--- src/rtl/l5_corr_dump_axis_pkg.sv ---
// rtl/l5_corr_dump_axis_pkg.sv - shared constants and FSM encodings for the correlator dump block
package l5_corr_dump_axis_pkg;

    localparam logic [7:0] HDR_MAGIC   = 8'hA5;
    localparam int         FRAME_WORDS = 10;
    localparam logic [3:0] W_LAST_CORR = 4'd8;
    localparam logic [3:0] W_STATUS    = 4'(FRAME_WORDS - 1);

    typedef enum logic [1:0] {
        IDLE,
        ARM,
        RUN,
        CAPTURE
    } run_state_t;

    typedef enum logic {
        OUT_IDLE,
        OUT_SEND
    } out_state_t;

endpackage

--- src/rtl/corr_frame_buf.sv ---
// rtl/corr_frame_buf.sv - one-deep snapshot buffer and 10-word AXI-Stream frame serialiser
module corr_frame_buf
    import l5_corr_dump_axis_pkg::*;
#(
    parameter int DSIZE = 32,
    parameter int CNT_W = 24
) (
    input  logic             clk_i,
    input  logic             reset_i,
    input  logic             cap_i,
    input  logic [DSIZE-1:0] corr_i [8],
    input  logic [CNT_W-1:0] period_i,
    input  logic             overflow_i,
    input  logic             sample_lost_i,
    input  logic [CNT_W-1:0] drop_cnt_i,
    output logic             full_o,
    output logic [DSIZE-1:0] tdata_o,
    output logic             tvalid_o,
    input  logic             tready_i,
    output logic             tlast_o
);

    out_state_t       state_q;
    logic [3:0]       idx_q;
    logic [DSIZE-1:0] snap_q [8];
    logic [DSIZE-1:0] tdata_q;
    logic             tlast_q;

    // Status is sampled when word 9 is loaded so it stays stable under backpressure.
    always_ff @(posedge clk_i) begin
        if (reset_i) begin
            state_q <= OUT_IDLE;
            idx_q   <= '0;
            tdata_q <= '0;
            tlast_q <= 1'b0;
        end else begin
            case (state_q)
                OUT_IDLE: begin
                    if (cap_i) begin
                        snap_q  <= corr_i;
                        tdata_q <= {HDR_MAGIC, period_i};
                        tlast_q <= 1'b0;
                        idx_q   <= '0;
                        state_q <= OUT_SEND;
                    end
                end
                OUT_SEND: begin
                    if (tready_i) begin
                        if (idx_q == W_STATUS) begin
                            state_q <= OUT_IDLE;
                            idx_q   <= '0;
                            tdata_q <= '0;
                            tlast_q <= 1'b0;
                        end else begin
                            idx_q <= idx_q + 4'd1;
                            if (idx_q == W_LAST_CORR) begin
                                tdata_q <= {overflow_i, sample_lost_i,
                                            {(DSIZE - CNT_W - 2){1'b0}}, drop_cnt_i};
                                tlast_q <= 1'b1;
                            end else begin
                                tdata_q <= snap_q[idx_q[2:0]];
                            end
                        end
                    end
                end
            endcase
        end
    end

    assign full_o   = (state_q == OUT_SEND);
    assign tvalid_o = (state_q == OUT_SEND);
    assign tdata_o  = tdata_q;
    assign tlast_o  = tlast_q;

endmodule

--- src/rtl/l5_corr_dump_axis.sv ---
// rtl/l5_corr_dump_axis.sv - coherent-period counter, accumulator clear and snapshot dump top
module l5_corr_dump_axis
    import l5_corr_dump_axis_pkg::*;
#(
    parameter int DSIZE = 32,
    parameter int CNT_W = 24
) (
    input  logic             axis_aclk,
    input  logic             axis_reset,
    input  logic             i_start_tracking_valid,
    input  logic             i_stop,
    input  logic             i_mixed_signal_valid,
    input  logic [CNT_W-1:0] i_samples_per_period,
    input  logic [DSIZE-1:0] i_iE,
    input  logic [DSIZE-1:0] i_qE,
    input  logic [DSIZE-1:0] i_iP,
    input  logic [DSIZE-1:0] i_qP,
    input  logic [DSIZE-1:0] i_iL,
    input  logic [DSIZE-1:0] i_qL,
    input  logic [DSIZE-1:0] i_iPilot,
    input  logic [DSIZE-1:0] i_qPilot,
    output logic             o_accum_rstn,
    output logic [DSIZE-1:0] m_axis_tdata,
    output logic             m_axis_tvalid,
    input  logic             m_axis_tready,
    output logic             m_axis_tlast,
    output logic             o_overflow,
    output logic             o_sample_lost,
    output logic             o_busy
);

    run_state_t       state_q;
    logic [CNT_W-1:0] sample_cnt_q;
    logic [CNT_W-1:0] period_cnt_q;
    logic [CNT_W-1:0] drop_cnt_q;
    logic [CNT_W-1:0] n_q;
    logic             stop_seen_q;
    logic             accum_rstn_q;
    logic             overflow_q;
    logic             lost_q;
    logic             buf_full;
    logic             cap;
    logic [DSIZE-1:0] corr [8];

    assign corr[0] = i_iE;
    assign corr[1] = i_qE;
    assign corr[2] = i_iP;
    assign corr[3] = i_qP;
    assign corr[4] = i_iL;
    assign corr[5] = i_qL;
    assign corr[6] = i_iPilot;
    assign corr[7] = i_qPilot;

    assign cap = (state_q == CAPTURE) && !buf_full;

    // accum_rstn_q is low for the cycle after any transition into ARM, CAPTURE or a stop-to-IDLE.
    always_ff @(posedge axis_aclk) begin
        if (axis_reset) begin
            state_q      <= IDLE;
            sample_cnt_q <= '0;
            period_cnt_q <= '0;
            drop_cnt_q   <= '0;
            n_q          <= '0;
            stop_seen_q  <= 1'b0;
            accum_rstn_q <= 1'b1;
            overflow_q   <= 1'b0;
            lost_q       <= 1'b0;
        end else begin
            accum_rstn_q <= 1'b1;
            if (i_stop) stop_seen_q <= 1'b1;
            if (i_mixed_signal_valid && (state_q == ARM || state_q == CAPTURE)) lost_q <= 1'b1;
            if (state_q == CAPTURE && buf_full) begin
                overflow_q <= 1'b1;
                if (drop_cnt_q != '1) drop_cnt_q <= drop_cnt_q + CNT_W'(1);
            end
            if (i_start_tracking_valid) begin
                state_q      <= ARM;
                accum_rstn_q <= 1'b0;
                overflow_q   <= 1'b0;
                lost_q       <= 1'b0;
                drop_cnt_q   <= '0;
                stop_seen_q  <= 1'b0;
            end else begin
                case (state_q)
                    IDLE: stop_seen_q <= 1'b0;
                    ARM: begin
                        sample_cnt_q <= '0;
                        period_cnt_q <= '0;
                        n_q          <= i_samples_per_period;
                        state_q      <= RUN;
                    end
                    RUN: begin
                        if (i_mixed_signal_valid && sample_cnt_q == n_q - CNT_W'(1)) begin
                            sample_cnt_q <= '0;
                            accum_rstn_q <= 1'b0;
                            state_q      <= CAPTURE;
                        end else if (i_stop || stop_seen_q) begin
                            accum_rstn_q <= 1'b0;
                            state_q      <= IDLE;
                        end else if (i_mixed_signal_valid) begin
                            sample_cnt_q <= sample_cnt_q + CNT_W'(1);
                        end
                    end
                    CAPTURE: begin
                        period_cnt_q <= period_cnt_q + CNT_W'(1);
                        n_q          <= i_samples_per_period;
                        state_q      <= (i_stop || stop_seen_q) ? IDLE : RUN;
                    end
                endcase
            end
        end
    end

    corr_frame_buf #(
        .DSIZE (DSIZE),
        .CNT_W (CNT_W)
    ) u_buf (
        .clk_i         (axis_aclk),
        .reset_i       (axis_reset),
        .cap_i         (cap),
        .corr_i        (corr),
        .period_i      (period_cnt_q),
        .overflow_i    (overflow_q),
        .sample_lost_i (lost_q),
        .drop_cnt_i    (drop_cnt_q),
        .full_o        (buf_full),
        .tdata_o       (m_axis_tdata),
        .tvalid_o      (m_axis_tvalid),
        .tready_i      (m_axis_tready),
        .tlast_o       (m_axis_tlast)
    );

    assign o_accum_rstn  = accum_rstn_q;
    assign o_overflow    = overflow_q;
    assign o_sample_lost = lost_q;
    assign o_busy        = (state_q != IDLE);

endmodule
--- config.mk ---
export PLATFORM = sky130hd
export DESIGN_NAME = l5_corr_dump_axis
export DESIGN_NICKNAME = d
export VERILOG_FILES = /design/src/rtl/l5_corr_dump_axis_pkg.sv /design/src/rtl/corr_frame_buf.sv /design/src/rtl/l5_corr_dump_axis.sv
export SDC_FILE = /design/constraint.sdc
export NUM_CORES = 1
export LEC_CHECK = 0
export ABC_AREA = 0
export BUFFER_PORTS_ARGS = -buffer_cell sky130_fd_sc_hd__buf_4
export CORE_MARGIN = 10
export CORE_UTILIZATION = 45
export DETAILED_ROUTE_END_ITERATION = 7
export PLACE_DENSITY = 0.7
export SLEW_MARGIN = 10
export SYNTH_ARGS = -nofsm -noshare
export SYNTH_HDL_FRONTEND = slang
export SYNTH_SLANG_ARGS = --single-unit
--- constraint.sdc ---
create_clock -name axis_aclk -period 13.6 [get_ports axis_aclk]
set_input_delay 2.04 -clock axis_aclk [delete_from_list [all_inputs] [get_ports axis_aclk]]
set_output_delay 2.04 -clock axis_aclk [all_outputs]
set_load 0.005 [all_outputs]
* Yosys cells after proc, flatten, opt, wreduce, memory -nomap -nowiden *
Index checks and enable logic that the tools add are counted.

storage, ports and cells
  word-level logic and storage cells = 106
  input port bits = 286
  output and inout port bits = 38
  flip-flop bits (word level) = 396

operators by class
  reduce and logical (&&, ||, !) cells = 25
  $add $sub $neg = 5
  bitwise operators = 4
  equality and inequality tests = 14
  $lt $le $gt $ge = 1
  mux-type cells = 35

operators with widths
  cell                   count
  $mux 32                6
  $bmux 32 s3            1
  $pmux 24 s2            2
  $add 24x1->24 const B  3
  $mux 24                3
  $pmux 32 s2            1
  $eq 24x24->1           1
  $ne 24x24->1 const B   1
  $sub 24x1->24 const B  1
  $mux 1                 12
  $mux 4                 3
  $ne 3x3->1 const B     4
  $reduce_and 2->1       6
  $eq 4x4->1 const B     2
  $pmux 4 s2             1
  $mux 2                 3
  $pmux 2 s3             1
  $reduce_and 3->1       2
  $reduce_bool 2->1      3
  $add 4x1->4 const B    1
  $eq 2x2->1 const B     2
  $ge 4x4->1 const B     1
  $logic_and 1x1->1      4
  $ne 2x2->1 const B     2
  other kinds (13)       18

* Logic depth before layout (Yosys ltp) *
  word-level depth = 8
  gate-level depth with buffers = 13
  depth with buffers taken out = 11

* Modules after synthesis *
From an unflattened synthesis, not the netlist that was laid out.

unflattened totals
  cells, all modules = 1,458
  area, all modules = 17,473.0 um^2

by module, submodules not included
  module             cells each  times used  seq. area each (um^2)  area an instance (um^2)
  corr_frame_buf     728         1           8,448.1                11,798.8
  l5_corr_dump_axis  730         1           2,042.0                5,674.2

* Least setup slack after synthesis *
No wires, ideal clock.

  kind = input to register
  start = input axis_reset
  end = register u_buf.snap_q[0] (netlist bit), enable pin
  buffers on the path = 3
  library setup time = 0.878 ns
  stages = 4
  required time = 12.722 ns
  arrival = 13.244 ns
  setup slack = -0.523 ns
  cell sequence = clkbuf_1 -> clkbuf_1 -> clkbuf_1 -> nor2_1

between the ends
  longest elaborated chain between the ends = 2

ends and longest elaborated chain
  what                               RTL line                text
  start, declared                    l5_corr_dump_axis.sv:9  input logic axis_reset,
  $not 1->1 (no source line)         n/a
  $reduce_and 3->1 (no source line)  n/a
  end signal, assigned               corr_frame_buf.sv:40    snap_q <= corr_i;
  end, declared                      corr_frame_buf.sv:25    logic [DSIZE-1:0] snap_q [8];

No other way between the ends.
A chain may end at the register's enable or synchronous reset.

* Final worst setup path *
  start = input i_mixed_signal_valid
  end = register sample_cnt_q[10]

between the ends
  longest elaborated chain between the ends = 3
  elaborated cells on any way between the ends = 6
  those cells by class = eq/ne: 2; mux: 2; reduce/logical: 2

ends and longest elaborated chain
  what                                                                     RTL line                  text
  start, declared                                                          l5_corr_dump_axis.sv:12   input logic i_mixed_signal_valid,
  $logic_and 1x1->1                                                        l5_corr_dump_axis.sv:93   if (i_mixed_signal_valid && sample_cnt_q == n_q - CNT_W'(1)) begin
  $ne 3x3->1 (no source line) / $mux 24 (equally long branches)            n/a
  $reduce_and 4->1 (no source line) / $pmux 24 s2 (equally long branches)  n/a
  end signal, assigned                                                     l5_corr_dump_axis.sv:101  sample_cnt_q <= sample_cnt_q + CNT_W'(1);
  end, declared                                                            l5_corr_dump_axis.sv:33   logic [CNT_W-1:0] sample_cnt_q;

Parallel ways exist; a longest one is shown, timed or not.

==> results.toml <==
[outcome]
status = "finished, final reports clean"

[floorplanning]
row_count = 70
die-area_mm2 = 0.0450
io_pins = 324
start_util_pct = 45.5
die_h_um = 212
coreArea_mm2 = 0.0365
fp.dieW_um = 212

[clock_tree]
cts.clk_slew.worst_paths_ns = 0.06
root_buffer = "clkbuf_16"
clock_latency_ns = 0.57
cts_made_buffers = 42
clk_path_buf_depth = 3
cts_setup_buffers = 0
cts_resized = 0
h-tree-depth = 2
cts_hold_buf = 0
cts_tree = "built"
clock-sinks = 396

[grt]
grt_pass1_vias = 11700
grt_pass1_wl_um = 67700
grt_util_all_layers_pct = 19.6
grt_max_degree = 166
grt_antenna_before_repair = 0
grt-ovfl-total = 0

[synthesis]
synth.avg_cell_area_um2 = 13.1
seq_area_frac_synth_pct = 63.1
ys_top_cells_by_area = "edfxtp_1 46%, dfxtp_1 17%, mux4_2 8.7%, nor2_1 3.0%, nand2_1 2.2%"
yosysWarnings = 0
syn_inst = 1265
synth_most_common_cell = "edfxtp_1"
synth_top_area_share_pct = 46.2
yosys_most_used_dff = "edfxtp_1"
ys_top_cells_by_count = "256 x edfxtp_1, 140 x dfxtp_1, 133 x nor2_1"
async_flop_share_pct = 0
syn-num-nets = 1562
syn-cell-area_mm2 = 0.0166
yosys.area.top_type = "edfxtp_1"
synth_edf_count = 256
ys_types = 62
synth.ff_latch_count = 396

[timing]
min_period_over_period_pct = 33.5
relSlewSlack_pct = 25.7
setup-tns-final_ns = 0
clock_skew_ns = 0.0307
fmax_mhz = 219
grt_setup_unrepaired = "no"
min_period_ns = 4.56
hold_viol_final = 0
setup_viol = 0
tightest_slew_ns = 1.11
slew_violations = 0

[pwr]
power_leakage_nw = 7.31
internal_power_mw = 2.01
p_per_area_mw_per_mm2 = 122
clock_power_share_pct = 43.5
finalPower_mw = 2.55
switchingPower_mw = 0.540
ir_worst_vdd_uv = 100
swShare_pct = 21.2
seqPwrFrac_pct = 50.8
p_comb_share_pct = 5.7

[route]
vias_per_cell = 5.53
avgRoutedWirePerCell_um = 21.2
vias = 11400
drt_wl_total_um = 43900
ant_nets = 0
drc = 0
dr.first_iter.drc_count = 1061
drtPass1Iterations = 6

[layout]
n_antenna_cell = 0
drive_above_1_share_pct = 30.0
n_fill_cell = 2904
regArea_mm2 = 0.0105
utilization_pct = 56.9
synthToLayoutAreaGrowth_pct = 25.1
final_area_mm2 = 0.0208
nets = 1867
multi_input_area_mm2 = 0.00577

[placement]
placed_area_mm2 = 0.0195
io_buffers = 323
hpwl_um = 32000
gp_congestion = 0.830

[setup_path]
crit_arrival_ns = 4.96
cp-start-kind = "primary input"
required_ns = 14.01
worst_setup_path_end_kind = "flip-flop"
critPathKind = "in2reg"
path_max_fanout = 23

[min_path]
hold_path_class = "reg2reg"

[run]
drv_cap = 0
-- flip-flops by register name, indices dropped and copies added (netlist names), 2 cells and up --
name	flops
u_buf.snap_q	256
period_cnt_q	24
u_buf.tdata_o	32
drop_cnt_q	24
n_q	24
state_q	2
u_buf.idx_q	4
sample_cnt_q	24
-- metal layers --
| metal | wire length, um | GRT usage [%] | up-vias |
|---|---|---|---|
| met5 | 0 | 0 | - |
| met3 | 3370 | 4.77 | 48 |
| met2 | 21800 | 32.2 | 404 |
| met1 | 18000 | 25.3 | 5596 |
| met4 | 761 | 5.36 | 0 |
| li1 | - | - | 5397 |
-- logic make-up (layout without fill, tap and decap cells) --
family                     after synthesis  in the layout  synth area share, %
AOI/OAI and AO/OA                      208            208                 8.19
xor gates and xnor gates                71             71                 3.74
adders and majority gates               11             11                0.828
buffers and inverters                   98            435                 2.28
DFF                                    396            396                 63.1
muxes                                   99             99                 10.8
and+or+nand+nor                        382            382                 11.1
-- path summary, 6_finish.rpt --
kind                                    endpoint  slack [ns]  cells after the start                 start
worst max-delay path            sample_cnt_q[10]        9.04                      9  i_mixed_signal_valid
worst min-delay path                     n_q[22]        0.49                      2               n_q[22]
worst max register to register  sample_cnt_q[10]        9.07                      8                n_q[4]
worst min register to register           n_q[22]        0.49                      2               n_q[22]
-- worst max-delay path, stage by stage --
cell and delay (ns):
buf_4 0.09, nand3_1 0.06, nor3_1 0.25, nand4_1 0.14, or4_4 0.51, a2111oi_4 0.73, nor2b_1 0.19, o21bai_2 0.83
nor2_1 0.12
-- cell usage in the layout, fill, tap and decap left out, types with 10 or more instances in the layout --
cell       instances
o31ai_1           11
nor4_1            11
a211oi_1          18
clkinv_1          12
inv_1             25
nand4_1           15
mux4_2            64
ha_1              11
o211ai_1          27
buf_4            333
nand3_1           34
edfxtp_1         256
dfxtp_1          137
a21oi_1           65
xnor2_1           35
mux2i_1           32
or4_1             15
xor2_1            36
nor2_1           131
nand2_1           98
a21o_1            10
o21ai_0           37
nor3_1            14
clkbuf_16         42
-- power groups by stage --
stage | Sequential (mW) | Combinational [mW] | Clock (mW)
after global routing | 1.29 | 0.159 | 1.19
final | 1.29 | 0.146 | 1.11
after CTS | 1.29 | 0.147 | 1.13
after floorplan | 1.32 | 0.0619 | 0
after detailed placement | 1.32 | 0.146 | 0
after global placement | 1.32 | 0.145 | 0
-- metrics by stage --
| step | std cells | setup WS [ns] | hold slack [ns] |
|---|---|---|---|
| floorplan | 1265 | 3.84 | 0.449 |
| global placement | 1994 | 8.58 | 0.474 |
| detailed placement | 1994 | 8.47 | 0.480 |
| CTS | 2070 | 9.05 | 0.492 |
| global route | 2070 | 8.76 | 0.516 |
| finish | 2070 | 9.04 | 0.493 |
-- layout make-up --
class,count,area share (%)
Clock buffer,50,5.29
Sequential cell,396,50.5
Multi-Input combinational cell,771,27.7
Clock inverter,26,1.10
Tap cell,468,2.82
Inverter,25,0.451
Timing Repair Buffer,334,12.1
Power figures use the tool's default switching activity.
